$ cat config.mk
export PLATFORM = sky130hd
export DESIGN_NAME = rot_step_controller
export DESIGN_NICKNAME = d
export VERILOG_FILES = /design/src/rtl/rot_step_controller.sv
export SDC_FILE = /design/constraint.sdc
export NUM_CORES = 1
export LEC_CHECK = 0
export CAP_MARGIN = 30
export CORE_MARGIN = 4
export CORE_UTILIZATION = 35
export DETAILED_ROUTE_END_ITERATION = 10
export PLACE_DENSITY = 0.53
export SYNTH_ARGS = -nofsm -noshare
export SYNTH_HDL_FRONTEND = slang
export SYNTH_SLANG_ARGS = --single-unit
$ cat constraint.sdc
create_clock -name clk -period 2.7 [get_ports clk]
set_input_delay 0.54 -clock clk [delete_from_list [all_inputs] [get_ports clk]]
set_output_delay 0.54 -clock clk [all_outputs]
set_load 0.005 [all_outputs]
$ cat src/rtl/rot_step_controller.sv
// Control FSM for the rho rotation unit: encoder handshake, slice load/unload
// windows, and per-lane iterative rotation (one bit position per rotEn cycle).
module rot_step_controller #(
  parameter int NUM_SLICES = 64,
  parameter int SLICE_W    = 6,
  parameter int LANES      = 25,
  parameter int LANE_W     = 5
) (
  input  logic               clk,
  input  logic               rst,
  input  logic               start,
  input  logic [SLICE_W-1:0] rotOffset,
  output logic               ready,
  output logic               putInput,
  output logic               outReady,
  output logic               loadEn,
  output logic               rotEn,
  output logic               outEn,
  output logic [LANE_W-1:0]  laneIdx,
  output logic               busy
);

  localparam logic [3:0] S_IDLE   = 4'd0;
  localparam logic [3:0] S_INIT   = 4'd1;
  localparam logic [3:0] S_PUTIN  = 4'd2;
  localparam logic [3:0] S_LOAD   = 4'd3;
  localparam logic [3:0] S_FETCH  = 4'd4;
  localparam logic [3:0] S_ROTATE = 4'd5;
  localparam logic [3:0] S_NEXT   = 4'd6;
  localparam logic [3:0] S_INFORM = 4'd7;
  localparam logic [3:0] S_UNLOAD = 4'd8;

  localparam logic [SLICE_W-1:0] SLICE_LAST = SLICE_W'(NUM_SLICES - 1);
  localparam logic [LANE_W-1:0]  LANE_LAST  = LANE_W'(LANES - 1);

  logic [3:0]         state_q, state_d;
  logic [SLICE_W-1:0] slice_cnt_q, slice_cnt_d;
  logic [SLICE_W-1:0] rot_cnt_q, rot_cnt_d;
  logic [SLICE_W-1:0] off_q, off_d;
  logic [LANE_W-1:0]  lane_idx_q, lane_idx_d;

  always_comb begin
    state_d     = state_q;
    slice_cnt_d = slice_cnt_q;
    rot_cnt_d   = rot_cnt_q;
    off_d       = off_q;
    lane_idx_d  = lane_idx_q;
    case (state_q)
      S_IDLE:  if (start) state_d = S_INIT;
      S_INIT: begin
        slice_cnt_d = '0;
        rot_cnt_d   = '0;
        lane_idx_d  = '0;
        state_d     = S_PUTIN;
      end
      S_PUTIN: state_d = S_LOAD;
      S_LOAD: begin
        slice_cnt_d = slice_cnt_q + SLICE_W'(1);
        if (slice_cnt_q == SLICE_LAST) state_d = S_FETCH;
      end
      // Offset is latched here so later ROM-side changes cannot stretch the lane.
      S_FETCH: begin
        off_d     = rotOffset;
        rot_cnt_d = '0;
        state_d   = (rotOffset == '0) ? S_NEXT : S_ROTATE;
      end
      S_ROTATE: begin
        rot_cnt_d = rot_cnt_q + SLICE_W'(1);
        if (rot_cnt_q == off_q - SLICE_W'(1)) state_d = S_NEXT;
      end
      S_NEXT: begin
        if (lane_idx_q == LANE_LAST) begin
          lane_idx_d = '0;
          state_d    = S_INFORM;
        end else begin
          lane_idx_d = lane_idx_q + LANE_W'(1);
          state_d    = S_FETCH;
        end
      end
      S_INFORM: begin
        slice_cnt_d = '0;
        state_d     = S_UNLOAD;
      end
      S_UNLOAD: begin
        slice_cnt_d = slice_cnt_q + SLICE_W'(1);
        if (slice_cnt_q == SLICE_LAST) state_d = S_IDLE;
      end
      default: state_d = S_IDLE;
    endcase
  end

  always_ff @(posedge clk) begin
    if (rst) begin
      state_q     <= S_IDLE;
      slice_cnt_q <= '0;
      rot_cnt_q   <= '0;
      off_q       <= '0;
      lane_idx_q  <= '0;
    end else begin
      state_q     <= state_d;
      slice_cnt_q <= slice_cnt_d;
      rot_cnt_q   <= rot_cnt_d;
      off_q       <= off_d;
      lane_idx_q  <= lane_idx_d;
    end
  end

  assign ready    = (state_q == S_IDLE);
  assign busy     = (state_q != S_IDLE);
  assign putInput = (state_q == S_PUTIN);
  assign loadEn   = (state_q == S_LOAD);
  assign rotEn    = (state_q == S_ROTATE);
  assign outReady = (state_q == S_INFORM);
  assign outEn    = (state_q == S_UNLOAD);
  assign laneIdx  = lane_idx_q;

endmodule

==> Word level (Yosys, flattened, before mapping) <==
Index checks and enable logic that the tools add are counted.
{ "word_totals": {"regBits": 27, "wordCells": 45} }
{ "op_classes": {"addsub": 4, "n_eq_ne": 15, "muxes": 11, "n_reduce_logical": 10} }
{ "ops": {"columns": ["op", "count"], "rows": [
  ["case mux 4 bit (9 select lines)", 1],
  ["case mux 6 bit (2 select lines)", 2],
  ["equality test 4 x 3 -> 1 bit, second input constant", 4],
  ["2-to-1 mux 4 bit", 4],
  ["adder 6 x 1 -> 6 bit, second input constant", 2],
  ["case mux 5 bit (2 select lines)", 1],
  ["equality test 4 x 2 -> 1 bit, second input constant", 2],
  ["equality test 6 bit", 1],
  ["equality test 6 bit, second input constant", 1],
  ["zero test 6 bit", 1],
  ["!= test 2 x 1 -> 1 bit, second input constant", 3],
  ["nonzero test 2 bit", 3],
  ["OR reduction 2 bit", 3],
  ["subtractor 6 x 1 -> 6 bit, second input constant", 1],
  ["adder 5 x 1 -> 5 bit, second input constant", 1],
  ["equality test 5 bit, second input constant", 1],
  ["2-to-1 mux 5 bit", 1],
  ["equality test 4 x 1 -> 1 bit, second input constant", 1],
  ["equality test 4 bit, second input constant", 1],
  ["zero test 4 bit", 1],
  ["2-to-1 mux 2 bit", 2],
  ["AND reduction 4 bit", 1],
  ["nonzero test 4 bit", 1],
  ["!= test 2 bit, second input constant", 1]
]} }

==> Logic depth before layout (Yosys ltp) <==
Gate-level depths: netlist of run 1.
{ "depth": {"ltp_word": 4, "ltp_mapped": 7, "depth_no_buf": 7} }

==> Worst setup path before layout of run 1 <==
Ideal clock, no wire load.
{ "synth_path": {"kind": "register -> output", "startpoint": "register state_q[0]", "endpoint": "output port rotEn", "t_arrival_ps": 1132, "required_time_ps": 2160, "path_slack_ps": 1028, "stages_incl_launch_ff": 6, "path_cell_list": "dfxtp_1 -> buf_6 -> inv_1 -> or3_1 -> clkbuf_1 -> inv_2"} }
{ "synth_via": {"elab_chain_cells": 1} }
{ "synth_rtl": {"columns": ["element", "line", "source"], "rows": [
  ["start, declared", "36", "logic [3:0] state_q, state_d;"],
  ["start signal, assigned", "100", "state_q <= state_d;"],
  ["equality test 4 x 3 -> 1 bit", "112", "assign rotEn = (state_q == S_ROTATE);"],
  ["end, declared", "17", "output logic rotEn,"]
]} }
Every way passes these cells.

==> Worst setup path after layout of run 1 <==
{ "layout_path": {"startpoint": "register state_q[3]", "endpoint": "output port rotEn"} }
Same word-level chain as after synthesis.

==> key figures, run 1 <==
Setup path
  • Top fanout value on the critical path: 12
  • Worst Path Class, Setup: reg -> out
  • Worst path required time: around 2.2 ns
  • Setup slack on the worst flop-to-flop path: ~0.74 ns
  • Arrival time worst endpoint: 2.00 ns
  • Startpoint of the worst register-to-register path: state_q[1]$_SDFFE_PP0P_
  • Launching element type of the critical path: flip-flop
  • Origin of the worst setup path: state_q[3]$_SDFFE_PP0P_
  • Worst Setup End Kind: output port

Global routing
  • Total grt overflow: 0
  • Number of global-route vias before repair: approximately 1,200
  • First-pass GRT wire length: approximately 5500 um
  • Initial antenna violation count: 0
  • Maximum number of pins on one net before global-route repair: 28
  • GRT Resource Usage Total: 12.4%

Finish
  • Fin area: between 1500 and 2000 um^2
  • Final layout net count: 223
  • Growth of design area from synthesis to finish: 19.0%
  • Layout cells sized above 1: about 7.2%
  • Number of diodes: 0

Drt
  • Amount of wire on met3 after detailed routing: approximately 110 um
  • Routed vias: roughly 1,300
  • Total routed wirelength: about 3200 um
  • Vias per cell: between 5 and 6
  • First-iteration detailed-routing DRC count: 75
  • Post-detailed-route count of antenna-violating nets: 0
  • WL/cell: approximately 13 um
  • DRC viols: 0
  • Met2 wire len: roughly 1500 um
  • Detailed-route wire length on metal 1: 1630 um
  • Highest routed metal layer: met4
  • Number of iterations in the first detailed-routing pass: 4

Timing
  • Max Clock Skew: ~0.0012 ns
  • Fin crit share: 93.9%
  • Upper clock frequency limit: 394 MHz
  • Final setup viols: 0
  • Tmin final: ~2.5 ns
  • Number of hold violations in the final report: 0
  • Total Neg Setup Slack: 0 ns
  • Relative slew slack: around 56%
  • Unrepaired setup endpoints after global routing: false
  • Slew @ Worst Pin: approximately 0.66 ns
  • Final count of pins violating max slew: 0

Floorplanning
  • Die width: 74.2 um
  • Height of the die: around 74 um
  • Std cell rows: 23
  • Core ar.: a little over 4000 um^2
  • Area enclosed by the die boundary: approximately 5500 um^2
  • Boundary pin count: 21
  • Effective utilization at floorplan: a little under two fifths

Min path
  • Startpoint of the most critical hold path: slice_cnt_q[3]$_SDFFE_PP0P_
  • Min-delay worst type: reg -> reg

Clock tree
  • Clock buffer count from CTS: 3
  • Cell chosen for the clock root: clkbuf_8
  • Number of sinks handled by clock tree synthesis: 27
  • Clock transition at the register clock pins on the worst setup and hold paths after CTS: about 0.090 ns
  • Insertion delay to the later sink of the worst-skew pair: roughly 0.27 ns
  • CTS tree: done
  • Clock Tree Buf Depth: 2
  • Post CTS Setup Buffer Count: 0
  • Level count of the clock H-tree: 1
  • Hold buffers post-CTS: 0

Pwr
  • NetSw: 387 uW
  • Power density over the cells: 608 nW/um^2
  • VDD IR-drop max: 0.000234 V
  • Sequential Power Share: 41.8%
  • Portion of total power attributed to the clock network: around 20%
  • Sw frac: approximately a third
  • Combinational Power Share: 37.8%
  • Lkg Pwr: around 0.00068 uW
  • Internal cell power: 721 uW

Synthesis
  • Area of the mapped netlist: ~1500 um^2
  • Post-synth EDFFs: 0
  • Mean cell area of the mapped netlist: ~8.1 um^2
  • Share of synthesized registers carrying an async set or reset: 0%
  • Number of standard cells after synthesis: around 190
  • Syn. warnings: 0
  • Primary FF master, synth: dfxtp_1
  • Register area share after synthesis: around a third
  • Synth unique cells: 44
  • Register bit count reported by yosys: 27
  • Synthesized net count: approximately 200

Job
  • Max Cap Violations: 0

Run status
  • Outcome: complete, no violations

Place
  • Placed instance area: about 1800 um^2
  • Last weighted congestion value of the routability-driven placer: a little over 0.8
  • Estimated wirelength of the detail-placed design: around 2400 um
  • Port Buf Inserts: 20
-- synth_stat cells, types with 3 or more instances --
library cell / number / share of area [%]
a211oi_1: 5 / 2.5
a21oi_1: 15 / 4.9
and3_1: 4 / 1.6
clkbuf_1: 3 / 0.74
dfxtp_1: 27 / 35
ha_1: 5 / 4.1
inv_1: 9 / 2.2
mux2i_1: 7 / 4.6
nand2_1: 10 / 2.5
nand3_1: 6 / 2.0
nand3b_1: 3 / 1.5
nor2_1: 34 / 8.3
nor3_1: 5 / 1.6
o21ai_0: 5 / 1.6
or3_1: 4 / 1.6
xnor2_1: 4 / 2.3
xor2_1: 6 / 3.4
-- power by group through the flow --
| stage | Clock (uW) | Sequential, uW | Combinational (uW) |
|---|---|---|---|
| 5_1_grt | 252 | 469 | 462 |
| 2_1_floorplan | 0 | 454 | 306 |
| 3_5_place_dp | 0 | 472 | 417 |
| 6_report | 226 | 463 | 419 |
| 4_1_cts | 238 | 462 | 419 |
| 3_3_place_gp | 0 | 470 | 412 |
-- cells in the final DEF, fill, tap and decap left out, types with 3 or more instances in the layout --
| cell | synthesis | routed |
|---|---|---|
| nand3b_1 | 3 | 3 |
| buf_4 | 1 | 3 |
| clkbuf_8 | 0 | 3 |
| mux2i_1 | 7 | 7 |
| ha_1 | 5 | 5 |
| clkdlybuf4s50_1 | 0 | 20 |
| nor3_1 | 5 | 5 |
| a21oi_1 | 15 | 15 |
| xor2_1 | 6 | 6 |
| or3_1 | 4 | 3 |
| dfxtp_1 | 27 | 27 |
| inv_1 | 9 | 9 |
| a211oi_1 | 5 | 5 |
| o21ai_0 | 5 | 5 |
| and3_1 | 4 | 4 |
| nand3_1 | 6 | 6 |
| nand2_1 | 10 | 10 |
| xnor2_1 | 4 | 4 |
| nor2_1 | 34 | 34 |
-- what timing repair did --
item | 4_1_cts | 5_1_grt
hold endpoints to repair | 0 | 0
gates resized for setup | 0 | 1
setup endpoints to repair | 0 | 1
-- registers in the layout, indices dropped and copies added, names as in the netlist --
register and cells:
laneIdx 5, state_q 4, rot_cnt_q 6, off_q 6
slice_cnt_q 6
-- layer usage --
layer  track usage (%)  up-vias
li1                  -      702
met2              20.4       17
met4              4.63        0
met1              16.2      616
met5                 0        -
met3              2.16        2
-- kinds of logic after synthesis --
kind of cell / share of synthesized area, %
xor gates and xnor gates: 5.72
buffers and inverters: 5.31
DFF: 35.3
adders and majority gates: 4.08
AOI/OAI and AO/OA: 17.1
muxes: 4.58
and+or+nand+nor: 27.9
-- path summary, 6_finish.rpt --
path / to / cells past startpoint
min reg2reg: slice_cnt_q[3]$_SDFFE_PP0P_ / 1
min: slice_cnt_q[3]$_SDFFE_PP0P_ / 1
max reg2reg: laneIdx[4]$_SDFFE_PP0P_ / 5
max: rotEn / 4
-- worst max-delay path: stages, from the launching register on --
cell	delay, ns
dfxtp_1	0.44
nand2b_1	0.26
or3_4	0.40
inv_2	0.11
clkdlybuf4s50_1	0.51
-- layout make-up --
class,instances,area [um^2]
fillers,407,2290
multi-input cells,144,915
flip-flops and latches,27,541
repair buffers,23,223
well taps,50,62.6
clock buffers,4,45.0
inverters,10,37.5
-- through the flow --
step | setup WS (ns) | total power [uW] | util [%] | instances | hold WS, ns
after floorplan | 1.03 | 760 | - | 189 | 0.451
after global placement | 0.443 | 882 | 43.1 | 254 | 0.478
after detailed placement | 0.384 | 888 | 43.1 | 254 | 0.488
after CTS | 0.0733 | 1120 | 44.2 | 258 | 0.507
after global routing | 0.0641 | 1180 | 44.3 | 258 | 0.535
final | 0.165 | 1110 | 44.3 | 258 | 0.503
Note: power is estimated with default switching activity, not from simulation.
==> run 2: changes to the inputs <==
Settings changed: CORE_UTILIZATION 35 to 48, PLACE_DENSITY 0.53 to 0.69.
==> run 2 against run 1 <==
Final cell count fell by 2.3%. Critical path type unchanged. Sequential cell count unchanged. Critical path depth unchanged. Critical endpoint unchanged. First-iteration DRC count grew 5.3%.
==> key figures, run 2 (same netlist as run 1, synthesis figures left out) <==
Run status
  • Outcome: complete, no violations (unchanged)

Setup path
  • Top fanout value on the critical path: 12 (unchanged)
  • Worst path required time: 2.16 ns (about the same)
  • Worst Setup End Kind: output port (unchanged)
  • R2r endpoint: laneIdx[4]$_SDFFE_PP0P_ (unchanged)
  • Startpoint of the worst register-to-register path: state_q[1]$_SDFFE_PP0P_ (unchanged)
  • FF-to-FF path depth: 5 (unchanged)
  • Worst Path Class, Setup: reg -> out (unchanged)
  • Launching element type of the critical path: flip-flop (unchanged)
  • Arrival time worst endpoint: 2.03 ns (was 2.00 ns)
  • Setup slack on the worst flop-to-flop path: 0.81 ns (was 0.74 ns)

Min path
  • Worst Hold Path EP: slice_cnt_q[5]$_SDFFE_PP0P_ (was slice_cnt_q[3]$_SDFFE_PP0P_)
  • Cell depth of the worst min-delay path: 2 (was 1)
  • Startpoint of the most critical hold path: slice_cnt_q[5]$_SDFFE_PP0P_ (was slice_cnt_q[3]$_SDFFE_PP0P_)
  • Min-delay worst type: reg -> reg (unchanged)

Timing
  • Final count of pins violating max slew: 0 (unchanged)
  • Hold_ws: 0.508 ns (was 0.503 ns)
  • Relative slew slack: 59.0% (was 56.1%)
  • Slew @ Worst Pin: 0.612 ns (was 0.655 ns)
  • Final setup viols: 0 (unchanged)
  • Fin crit share: 95.1% (was 93.9%)
  • Unrepaired setup endpoints after global routing: false (unchanged)
  • Upper clock frequency limit: 390 MHz (was 394 MHz)
  • Number of hold violations in the final report: 0 (unchanged)
  • Max Clock Skew: 0.0107 ns (was 0.00122 ns)
  • Tmin final: 2.57 ns (was 2.54 ns)
  • Total Neg Setup Slack: 0 ns (unchanged)

Floorplanning
  • Height of the die: 64.5 um (was 74.2 um)
  • Effective utilization at floorplan: 50.2% (was 37.2%)
  • Boundary pin count: 21 (unchanged)
  • Die width: 64.5 um (was 74.2 um)
  • Std cell rows: 20 (was 23)
  • Area enclosed by the die boundary: 4160 um^2 (was 5500 um^2)
  • Core ar.: 3050 um^2 (was 4120 um^2)

Finish
  • Most frequent standard cell in the layout excluding fill and tap cells: nor2_1 (unchanged)
  • Layout cells sized above 1: 8.17% (was 7.21%)
  • Number of diodes: 0 (unchanged)
  • Non-filler instance count after layout: 252 (was 258)
  • Core occupancy in the finished layout: 58.9% (was 44.3%)
  • Final layout net count: 223 (unchanged)
  • Registers with the most flip-flops: off_q (6), rot_cnt_q (6), slice_cnt_q (6) (unchanged)
  • Commonest non-fill, non-tap cells in the layout: 34 x nor2_1, 26 x dfxtp_1, 20 x clkdlybuf4s50_1 (was 34 x nor2_1, 27 x dfxtp_1, 20 x clkdlybuf4s50_1)
  • Growth of design area from synthesis to finish: 17.5% (was 19.0%)

Clock tree
  • Resize count post-CTS: 1 (was 0)
  • CTS tree: done (unchanged)
  • Level count of the clock H-tree: 1 (unchanged)
  • Insertion delay to the later sink of the worst-skew pair: 0.34 ns (was 0.27 ns)
  • Clock transition at the register clock pins on the worst setup and hold paths after CTS: 0.16 ns (was 0.09 ns)
  • Cell chosen for the clock root: clkbuf_4 (was clkbuf_8)
  • Clock Tree Buf Depth: 2 (unchanged)
  • Clock buffer count from CTS: 3 (unchanged)
  • Hold buffers post-CTS: 0 (unchanged)
  • Post CTS Setup Buffer Count: 0 (unchanged)
  • Number of sinks handled by clock tree synthesis: 27 (unchanged)

Drt
  • DRC viols: 0 (unchanged)
  • Total routed wirelength: 3080 um (was 3250 um)
  • Number of iterations in the first detailed-routing pass: 4 (unchanged)
  • Post-detailed-route count of antenna-violating nets: 0 (unchanged)
  • Vias per cell: 5.35 (was 5.18)
  • WL/cell: 12.2 um (was 12.6 um)
  • Routed vias: 1,349 (was 1,337)
  • First-iteration detailed-routing DRC count: 79 (was 75)

Pwr
  • VDD IR-drop max: 0.000382 V (was 0.000234 V)
  • Lkg Pwr: 0.000673 uW (was 0.000677 uW)
  • Power density over the cells: 591 nW/um^2 (was 608 nW/um^2)
  • Post-layout power: 1060 uW (was 1110 uW)

Global routing
  • Initial antenna violation count: 0 (unchanged)
  • Total grt overflow: 0 (unchanged)
  • Maximum number of pins on one net before global-route repair: 28 (unchanged)
  • GRT Resource Usage Total: 15.5% (was 12.4%)
  • First-pass GRT wire length: 5270 um (was 5490 um)
  • Number of global-route vias before repair: 1,191 (was 1,231)

Place
  • Last weighted congestion value of the routability-driven placer: 0.846 (was 0.816)
  • Port Buf Inserts: 20 (unchanged)
  • Cell count after placement: 248 (was 254)
  • Estimated wirelength of the detail-placed design: 2250 um (was 2430 um)

Job
  • Max Cap Violations: 0 (unchanged)
run 2: cell count changes in the layout (fill, tap and decap cells not counted), sizes merged:
cell,before,now
clkbuf,4,3
clkinv,0,1
run 2: how the worst max path moves through the flow:
stage	from	cells after the start	endpoint	slack, ns
3_3_place_gp	state_q[3]$_SDFFE_PP0P_	4	rotEn	0.44
3_5_place_dp	state_q[3]$_SDFFE_PP0P_	4	rotEn	0.39
2_1_floorplan	state_q[0]$_SDFFE_PP0P_	5	rotEn	1.03
4_1_cts	state_q[3]$_SDFFE_PP0P_	4	rotEn	0.06
6_report	state_q[3]$_SDFFE_PP0P_	4	rotEn	0.13
5_1_grt	state_q[3]$_SDFFE_PP0P_	4	rotEn	0.03
run 2: area by class of cell:
type / count / area (um^2)
sequential: 27 / 542
multi-input combinational: 144 / 915
tap: 44 / 55.1
inverter: 10 / 37.5
fill: 294 / 1250
clock inverter: 1 / 5.00
clock buffer: 3 / 22.5
timing repair buffer: 23 / 223
run 2: routing by layer:
layer,GRT usage (%),up-vias,share of wire [%]
li1,-,701,-
met1,19.8,613,48
met2,26.3,33,47
met3,3.81,2,5.1
met4,3.43,0,0.39
met5,0,-,0
run 2: per-stage QoR:
stage          instance area [um^2]  setup WS, ns
2_1_floorplan                  1530          1.03
3_3_place_gp                   1770         0.444
3_5_place_dp                   1770         0.389
4_1_cts                        1790        0.0594
5_1_grt                        1800        0.0283
6_report                       1800         0.134
run 2: power by group:
part / switching, uW / internal, uW / total, uW
combinational: 222 / 193 / 415
clock: 129 / 55.8 / 185
sequential: 39.4 / 423 / 462
total: 391 / 672 / 1060
run 2: critical path, stage by stage, from the launching register on:
cell	delay [ns]
dfxtp_2	0.42
nand2b_1	0.23
or3_4	0.40
inv_2	0.12
clkdlybuf4s50_1	0.52
